<file path="src/rtl/gray_conv_arbiter_pkg.sv">
// gray_conv_arbiter_pkg
// Shared definitions for the Gray-conversion arbiter slice.
//   state_t : output buffer occupancy (EMPTY / FULL)
//   REQ0/1  : requester index constants, used for the grant and out_src
package gray_conv_arbiter_pkg;

  typedef enum logic {
    EMPTY = 1'b0,
    FULL  = 1'b1
  } state_t;

  localparam logic REQ0 = 1'b0;
  localparam logic REQ1 = 1'b1;

endpackage

</file>
<file path="src/rtl/gray_conv_arbiter_bin2gray.sv">
// bin2gray_core
// Purely combinational binary-to-Gray converter.
// Ports:
//   bin  : binary input value (WIDTH bits)
//   gray : Gray-coded result; MSB passes through, every lower bit is the
//          XOR of itself and its upper neighbour.
module bin2gray_core #(
  parameter int WIDTH = 4
) (
  input  logic [WIDTH-1:0] bin,
  output logic [WIDTH-1:0] gray
);

  assign gray[WIDTH-1] = bin[WIDTH-1];

  generate
    for (genvar gi = 0; gi < WIDTH - 1; gi++) begin : g_xor
      assign gray[gi] = bin[gi+1] ^ bin[gi];
    end
  endgenerate

endmodule

</file>
<file path="src/rtl/gray_conv_arbiter.sv">
// gray_conv_arbiter
// Two requesters offer binary values; a round-robin arbiter picks one,
// converts it to Gray code and stores it in a single-entry output buffer.
// The buffer can be drained and refilled in the same cycle, so a
// continuously ready consumer sees one result per clock.
// Ports:
//   clk, rst_n              : clock, asynchronous active-low reset
//   reqN_valid/data/ready   : requester N handshake (N = 0, 1)
//   out_valid/data/src      : buffered Gray result and its source index
//   out_ready               : consumer accepts the buffered result
//   conv_count              : results delivered since reset (wraps)
module gray_conv_arbiter
  import gray_conv_arbiter_pkg::*;
#(
  parameter int WIDTH = 4,
  parameter int CNTW  = 8
) (
  input  logic             clk,
  input  logic             rst_n,
  input  logic             req0_valid,
  input  logic [WIDTH-1:0] req0_data,
  output logic             req0_ready,
  input  logic             req1_valid,
  input  logic [WIDTH-1:0] req1_data,
  output logic             req1_ready,
  output logic             out_valid,
  output logic [WIDTH-1:0] out_data,
  output logic             out_src,
  input  logic             out_ready,
  output logic [CNTW-1:0]  conv_count
);

  state_t            state_reg;
  logic              last_grant_reg;
  logic [WIDTH-1:0]  out_data_reg;
  logic              out_src_reg;
  logic [CNTW-1:0]   conv_count_reg;

  logic              slot_free;
  logic              grant;
  logic              accept;
  logic              deliver;
  logic [WIDTH-1:0]  sel_data;
  logic [WIDTH-1:0]  gray_value;
  logic [CNTW-1:0]   conv_count_next;

  // Grant depends only on the valids and the registered pointer, so it
  // cannot move while the buffer is blocked unless a requester withdraws.
  always_comb begin
    // rst_n is folded in so that neither requester is readied while reset
    // is held, even if the consumer is asserting out_ready.
    slot_free = rst_n && ((state_reg == EMPTY) || out_ready);
    grant     = REQ0;
    if (req0_valid && req1_valid) begin
      grant = ~last_grant_reg;
    end else if (req1_valid) begin
      grant = REQ1;
    end
  end

  assign req0_ready = slot_free && req0_valid && (grant == REQ0);
  assign req1_ready = slot_free && req1_valid && (grant == REQ1);

  assign accept  = (req0_valid && req0_ready) || (req1_valid && req1_ready);
  assign deliver = (state_reg == FULL) && out_ready;

  assign sel_data        = (grant == REQ1) ? req1_data : req0_data;
  assign conv_count_next = conv_count_reg + CNTW'(1);

  bin2gray_core #(
    .WIDTH(WIDTH)
  ) u_bin2gray_core (
    .bin  (sel_data),
    .gray (gray_value)
  );

  always_ff @(posedge clk or negedge rst_n) begin
    if (!rst_n) begin
      state_reg      <= EMPTY;
      last_grant_reg <= REQ1;
      out_data_reg   <= '0;
      out_src_reg    <= REQ0;
      conv_count_reg <= '0;
    end else begin
      if (accept) begin
        // Covers both a fill from EMPTY and a drain-and-refill from FULL.
        state_reg      <= FULL;
        out_data_reg   <= gray_value;
        out_src_reg    <= grant;
        last_grant_reg <= grant;
      end else if (deliver) begin
        state_reg <= EMPTY;
      end
      if (deliver) begin
        conv_count_reg <= conv_count_next;
      end
    end
  end

  assign out_valid  = (state_reg == FULL);
  assign out_data   = out_data_reg;
  assign out_src    = out_src_reg;
  assign conv_count = conv_count_reg;

endmodule

</file>
<file path="config.mk">
export PLATFORM = sky130hd
export DESIGN_NAME = gray_conv_arbiter
export DESIGN_NICKNAME = d
export VERILOG_FILES = /design/src/rtl/gray_conv_arbiter_pkg.sv /design/src/rtl/gray_conv_arbiter_bin2gray.sv /design/src/rtl/gray_conv_arbiter.sv
export SDC_FILE = /design/constraint.sdc
export NUM_CORES = 1
export LEC_CHECK = 0
export ABC_AREA = 1
export CAP_MARGIN = 20
export CORE_MARGIN = 3
export CORE_UTILIZATION = 45
export CTS_CLUSTER_DIAMETER = 80
export DETAILED_ROUTE_END_ITERATION = 7
export GPL_ROUTABILITY_DRIVEN = 0
export PLACE_DENSITY = 0.78
export SYNTH_ARGS = -nofsm -noshare
export SYNTH_HDL_FRONTEND = slang
export SYNTH_SLANG_ARGS = --single-unit
</file>
<file path="constraint.sdc">
create_clock -name clk -period 1.9 [get_ports clk]
set_clock_uncertainty 0.2 [all_clocks]
set_input_delay 0.38 -clock clk [delete_from_list [all_inputs] [get_ports clk]]
set_output_delay 0.38 -clock clk [all_outputs]
set_load 0.03 [all_outputs]
</file>
== Yosys cells after proc, flatten, opt, wreduce, memory -nomap -nowiden ==
Cells that the tools add are included.

* Muxes and demuxes: 5
* Bitwise gates (word level): 6
* Reduce and logical (&&, ||, !) cells: 12
* $add $sub $neg: 1

{| class="wikitable"
|+ Operators with widths
! cell !! number
|-
| logical AND 1 bit || 9
|-
| adder 8 x 1 -> 8 bit (second input constant) || 1
|-
| 2-to-1 mux 1 bit || 4
|-
| 2-to-1 mux 4 bit || 1
|-
| inverter 1 bit || 3
|-
| XOR 1 bit || 3
|-
| logical OR 1 bit || 2
|-
| nonzero test 2 bit || 1
|}

* Bits in registers: 15
* Word-level logic and storage cells: 29
* Output and inout bits: 16

== Longest topological paths before layout ==
Gate-level depths: netlist of the first run.

* Word-level depth: 8
* Gate-level depth with buffers: 8
* Gate-level depth less buffers: 7

== Hierarchy ==
A second synthesis of the first run with hierarchy kept.

* Cells, all modules: 107
* Area total of the unflattened synthesis: 809.5 um^2

{| class="wikitable"
|+ By module, submodules not included
! module !! seq. area each (um^2) !! area each (um^2) !! cells an instance !! times used
|-
| gray_conv_arbiter || 376.6 || 753.2 || 93 || 1
|-
| bin2gray_core || 0.0 || 56.3 || 14 || 1
|}

== Least setup slack after synthesis of the first run ==
No wires, ideal clock.

* Path type: register to output
* Start: reg last_grant_reg
* End: out req0_ready
* Data required time: 1.320 ns
* Stages on the path, launching flop included: 5
* Path slack: 0.101 ns
* Arrival: 1.219 ns
* Path through: dfstp_2 > nand2_4 > nand2_4 > inv_2 > nor3_2

* Cells in the longest elaborated chain, start to end: 4

{| class="wikitable"
|+ Ends and longest elaborated chain
! element !! line !! source
|-
| from (decl) || gray_conv_arbiter.sv:34 || <nowiki>logic last_grant_reg;</nowiki>
|-
| from (signal assigned) || gray_conv_arbiter.sv:90 || <nowiki>last_grant_reg <= grant;</nowiki>
|-
| inverter 1 bit || gray_conv_arbiter.sv:55 || <nowiki>grant = ~last_grant_reg;</nowiki>
|-
| 2-to-1 mux 1 bit || gray_conv_arbiter.sv:54 || <nowiki>if (req0_valid && req1_valid) begin</nowiki>
|-
| inverter 1 bit || gray_conv_arbiter.sv:61 || <nowiki>assign req0_ready = slot_free && req0_valid && (grant == REQ0);</nowiki>
|-
| logical AND 1 bit || gray_conv_arbiter.sv:61 ||
|-
| to (decl) || gray_conv_arbiter.sv:22 || <nowiki>output logic req0_ready,</nowiki>
|}

Every way passes these cells.

== Worst setup path after layout of the first run ==
Same ends and word-level chain as after synthesis.

==> impl_metrics.toml, run 1 <==
[drt]
vias = 881
drc = 0
wl_per_cell_um = 10.3
first_pass_iters = 4
wirelength_um = 1990
drtIter0Drc = 12
routed-wl-met2_um = 1010
viasPerCell = 4.56
wl_met1_um = 885
ant_nets = 0
top_layer = "met4"
dr_wl_met3_um = 86

[synthesis]
synth_edf_count = 0
synthFlopType = "dfrtp_1"
syn_nets = 136
netlist_top_cells_area = "dfrtp_1, nand2_1, inv_1"
synthDominantCellAreaShare_pct = 38.2
synthArstFlopShare_pct = 100
ys_ff_latch = 15
ys_warn_count = 0
syn_area_um2 = 917
synth_area_per_cell_um2 = 7.52
yosysSeqAreaShare_pct = 41.1
synth_top_area_cell = "dfrtp_1"
synthCells = 122
ys_types = 23

[global_route]
antenna_found_initial = 0
grt_pass1_vias = 826
overflow = 0
grt_pass1_wl_um = 3460
grt_usage_pct = 17.8
grt_max_degree = 16

[setup_path]
cp_data_required_time_ns = 1.32
rr_worst_depth = 6
crit_arrival_ns = 1.37
max_stage_delay_ns = 0.57
critPathMaxFanout = 3
crit_top_cell = "nand2_4"
endpoint_kind = "primary output"
cp_slowest_cell = "dfstp_2"
crit_path_start_kind = "flop"
ff2ff_setup_slack_ns = 0.32
r2r_start = "last_grant_reg"
crit_type = "reg -> out"
cp_cell_sequence = "nand2_4 > nand2_4 > inv_4 > nor3_4 > buf_6"
crit_end = "req0_ready"
cp-startpoint = "last_grant_reg"
rr_endpoint = "out_valid"

[run_status]
outcome = "complete, but fails checks"
violations = "setup timing"

[clock_tree]
cts_root_buf = "clkbuf_4"
htree_levels = 1
cts_sinks = 15
cts_buffer_depth = 2
ctsHoldBuffers = 0
path_clk_slew_ns = 0.08
tritoncts = "yes"
clk_latency_ns = 0.27
numCtsBuffers = 3

[place]
dpl.hpwl_um = 1630
dp.cells = 187
io_buffer_count = 28
dpl_cell_area_um2 = 1300

[power_and_ir_drop]
leakage_nw = 0.788
ir_drop_mv = 0.800
power_density_nw_per_um2 = 1070
fin_total_pwr_mw = 1.46

[sta]
maxSlewHeadroom_pct = 78.5
hold_viol = 0
post-route-min-period_ns = 1.95
max_freq_mhz = 514
setup_tns_ns = -0.0451
tightest_slew_ns = 0.322
fin_crit_sh_pct = 102
fin_ws_ns = -0.0451
slew_viol_final = 0
rsz0062_at_grt = "true"
setup-violations-final = 1

[floorplanning]
start_util_pct = 50.4
rows = 15
coreArea_um2 = 1820
ios = 29
die_height_um = 51.1
fp.dieW_um = 51.1
dieArea_um2 = 2620

[layout]
nets = 183
drive_gt1_share_pct = 22.0
areaGrowthSynthToFinish_pct = 48.7
final_cells = 193
largest_reg_flops = 8
stdcell_area_um2 = 1360
n_antenna_cell = 0

[job]
drv_cap = 0

[worst_hold_path]
worst_hold_path_type = "in -> reg"
## cells in the final DEF, fill, tap and decap left out, types with 3 or more instances in the layout
cell type and n:
nand2_1 39, inv_1 17, buf_4 16, dfrtp_1 14, dlygate4sd2_1 12, nand3_1 11, nor2_1 9, clkdlybuf4s50_1 9
nand2_2 6, dlymetal6s2s_1 5, nand3b_1 3, nand4_1 3, clkbuf_4 3
## how the worst min path moves through the flow
stage / from / to / slack [ns] / cells past startpoint
after detailed placement: out_data[0] / out_data[0] / 0.27 / 2
after global routing: out_ready / out_valid / 0.23 / 2
after CTS: rst_n / out_valid / 0.27 / 2
final: out_ready / out_valid / 0.24 / 2
after global placement: out_data[0] / out_data[0] / 0.27 / 2
after floorplan: rst_n / conv_count[0] / -0.12 / 0
## power breakdown
| part | total (mW) | internal [mW] | switching (mW) |
|---|---|---|---|
| Combinational | 0.766 | 0.295 | 0.471 |
| Sequential | 0.516 | 0.428 | 0.0874 |
| Clock | 0.174 | 0.0814 | 0.0923 |
| Total | 1.46 | 0.804 | 0.651 |
## critical path: cells and delay by family (launching register included)
kind                   cells  cell delay [ns]
buffers and inverters      2             0.19
DFF                        1             0.57
and+or+nand+nor            3             0.33
## through the flow
step,worst slack [ns],utilization (%),hold WS [ns]
after global placement,-0.119,71.5,0.274
after detailed placement,-0.150,71.5,0.270
after floorplan,0.101,-,-0.116
after CTS,-0.0708,72.3,0.269
after global routing,-0.109,74.9,0.230
final,-0.0451,74.9,0.235
## layer usage
layer	up-vias	global-route usage [%]
li1	468	-
met1	397	22.3
met2	14	30.5
met3	2	5.25
met4	0	2.69
met5	-	0
## cell usage after synthesis, types with 2 or more instances
cell type	instances
inv_1	17
nand2_4	2
nor2_1	9
o21ai_2	2
nand2_2	6
nand2_1	39
inv_2	2
xor2_1	2
xnor2_1	2
nand3b_1	3
nand3_1	11
nand4_1	3
dfrtp_1	14
## layout make-up
| type | instances | area [µm²] |
|---|---|---|
| Tap cell | 25 | 31.3 |
| Clock buffer | 4 | 26.3 |
| Fill cell | 154 | 457 |
| Sequential cell | 15 | 377 |
| Multi-Input combinational cell | 86 | 455 |
| Timing Repair Buffer | 44 | 400 |
| Inverter | 19 | 73.8 |
## timing repair
action / CTS / global route
gates resized for setup: 13 / 9
pin swaps: 0 / 1
buffers inserted: 0 / 2
setup endpoints to repair: 12 / 6
endpoints found under the hold margin: 0 / 0
## cells by family (layout without fill, tap and decap cells)
| logic type | after synthesis | in the layout | synth area share (%) |
|---|---|---|---|
| compound gates | 5 | 5 | 3.96 |
| xor+xnor | 4 | 4 | 3.82 |
| fa+ha+maj | 1 | 1 | 1.36 |
| buf+inv | 21 | 67 | 10.8 |
| flops | 15 | 15 | 41.1 |
| simple gates | 76 | 76 | 39.0 |
(Power assumes the default switching activity.)
==> run 2, diff against run 1 <==
Settings changed: CORE_UTILIZATION 45 to 27, PLACE_DENSITY 0.78 to 0.51.
==> run 2 against run 1 <==
Net effect: the flow still finishes with violations (setup timing); combinational power is 2% lower; global-route usage is 6.0 points lower; worst hold slack worse by 0.19 ns; critical path type is now in -> out; critical endpoint is now req1_ready; largest cell class unchanged; largest power group unchanged.
==> impl_metrics.toml, run 2 (same netlist as run 1, synthesis figures left out) <==
[power_and_ir_drop]
power_density_nw_per_um2 = 1070
ir_drop_mv = 0.409
leakage_nw = 0.747
fin_total_pwr_mw = 1.44

[job]
drv_cap = 0

[clock_tree]
cts_root_buf = "clkbuf_4"
cts_buffer_depth = 2
htree_levels = 1
ctsHoldBuffers = 0
tritoncts = "yes"
cts_sinks = 15
path_clk_slew_ns = 0.08
postCtsSetupBuffers = 0
numCtsBuffers = 3
clk_latency_ns = 0.27

[drt]
viasPerCell = 4.28
ant_nets = 0
vias = 894
drc = 0
first_pass_iters = 4
drtIter0Drc = 24
wl_per_cell_um = 9.99
wirelength_um = 2090

[worst_hold_path]
worst_hold_path_type = "in -> async"

[global_route]
grt-busiest-layer = "met2"
use_met1_pct = 14.2
grt_use_met3_pct = 4.04
grt_max_degree = 16
met2_usage_pct = 19.8
grt_pass1_vias = 884
grt_usage_pct = 11.8
grt_pass1_wl_um = 3820
overflow = 0
antenna_found_initial = 0

[run_status]
violations = "setup timing"
outcome = "complete, but fails checks"

[floorplanning]
dieArea_um2 = 4130
rows = 20
coreArea_um2 = 3150
fp.dieW_um = 64.3
die_height_um = 64.3
ios = 29
start_util_pct = 29.1

[sta]
slew_viol_final = 0
fin_ws_ns = -0.00573
max_freq_mhz = 525
maxSlewHeadroom_pct = 79.1
post-route-min-period_ns = 1.91
hold_ws_ns = 0.0498
setup-violations-final = 2
fin_crit_sh_pct = 100
rsz0062_at_grt = "true"
hold_viol = 0
tightest_slew_ns = 0.311

[setup_path]
crit_arrival_ns = 1.33
r2r_start = "last_grant_reg"
cp_data_required_time_ns = 1.32
crit_path_start_kind = "input port"
max_stage_delay_ns = 0.54
crit_type = "in -> out"
cp_cell_sequence = "clkdlybuf4s50_1 > nand2_4 > nor2_2 > buf_6"
cp_slowest_cell = "clkdlybuf4s50_1"
endpoint_kind = "primary output"
cp-startpoint = "req1_valid"
critPathMaxFanout = 3

[layout]
final_cell_mix = "nand2_1, inv_1, dlygate4sd2_1"
areaGrowthSynthToFinish_pct = 47.3
n_antenna_cell = 0
final_common_cell = "nand2_1"
final_cells = 209
stdcell_area_um2 = 1350
nets = 180
drive_gt1_share_pct = 20.6
largest_reg_flops = 8

[place]
dp.cells = 205
dpl.hpwl_um = 1770
io_buffer_count = 28
post-place-ws_ns = -0.204
dpl_cell_area_um2 = 1320
[run 2: cell count changes in the layout (fill, tap and decap cells not counted), sizes merged]
cell          change
buf               -3
dlymetal6s2s      -3
dlygate4sd2       +3
[run 2: worst paths after layout]
kind	cells past startpoint	slack, ns	to
setup / recovery	4	-0.006	req1_ready
hold / removal	2	0.05	conv_count[6]
setup reg to reg	8	0.37	out_data[3]
hold reg to reg	2	0.30	out_data[0]
max in group asynchronous	2	1.21	last_grant_reg
min in group clk	2	0.30	out_data[0]
[run 2: critical path: cells and delay by family]
family / cells / cell delay [ns]
and+or+nand+nor: 2 / 0.25
buffers and inverters: 2 / 0.70
[run 2: per-layer routing]
metal,routed length [µm],vias to the layer above
li1,-,465
met3,123,0
met2,1030,25
met4,0,0
met5,0,-
met1,937,404
[run 2: final cells by class]
type / instances / area, µm²
well taps: 44 / 55.1
repair buffers: 41 / 367
clock buffers: 4 / 26.3
multi-input cells: 86 / 455
inverters: 19 / 71.3
flip-flops and latches: 15 / 377
fillers: 360 / 1800
[run 2: timing repair]
item                       4_1_cts  5_1_grt
pin swaps                        2        0
gates resized for setup         19        2
setup endpoints to repair       14        4
[run 2: metrics by stage]
| stage | util (%) | setup TNS, ns |
|---|---|---|
| 2_1_floorplan | - | 0 |
| 3_3_place_gp | 41.8 | -0.178 |
| 3_5_place_dp | 41.8 | -0.296 |
| 4_1_cts | 42.7 | -0.0676 |
| 5_1_grt | 42.9 | -0.171 |
| 6_report | 42.9 | -0.00627 |
[run 2: power by group]
group / leakage [nW] / total (mW) / switching (mW) / internal (mW)
clock: 0.0150 / 0.172 / 0.0907 / 0.0814
sequential: 0.179 / 0.519 / 0.0908 / 0.429
combinational: 0.554 / 0.751 / 0.471 / 0.280
total: 0.747 / 1.44 / 0.653 / 0.790
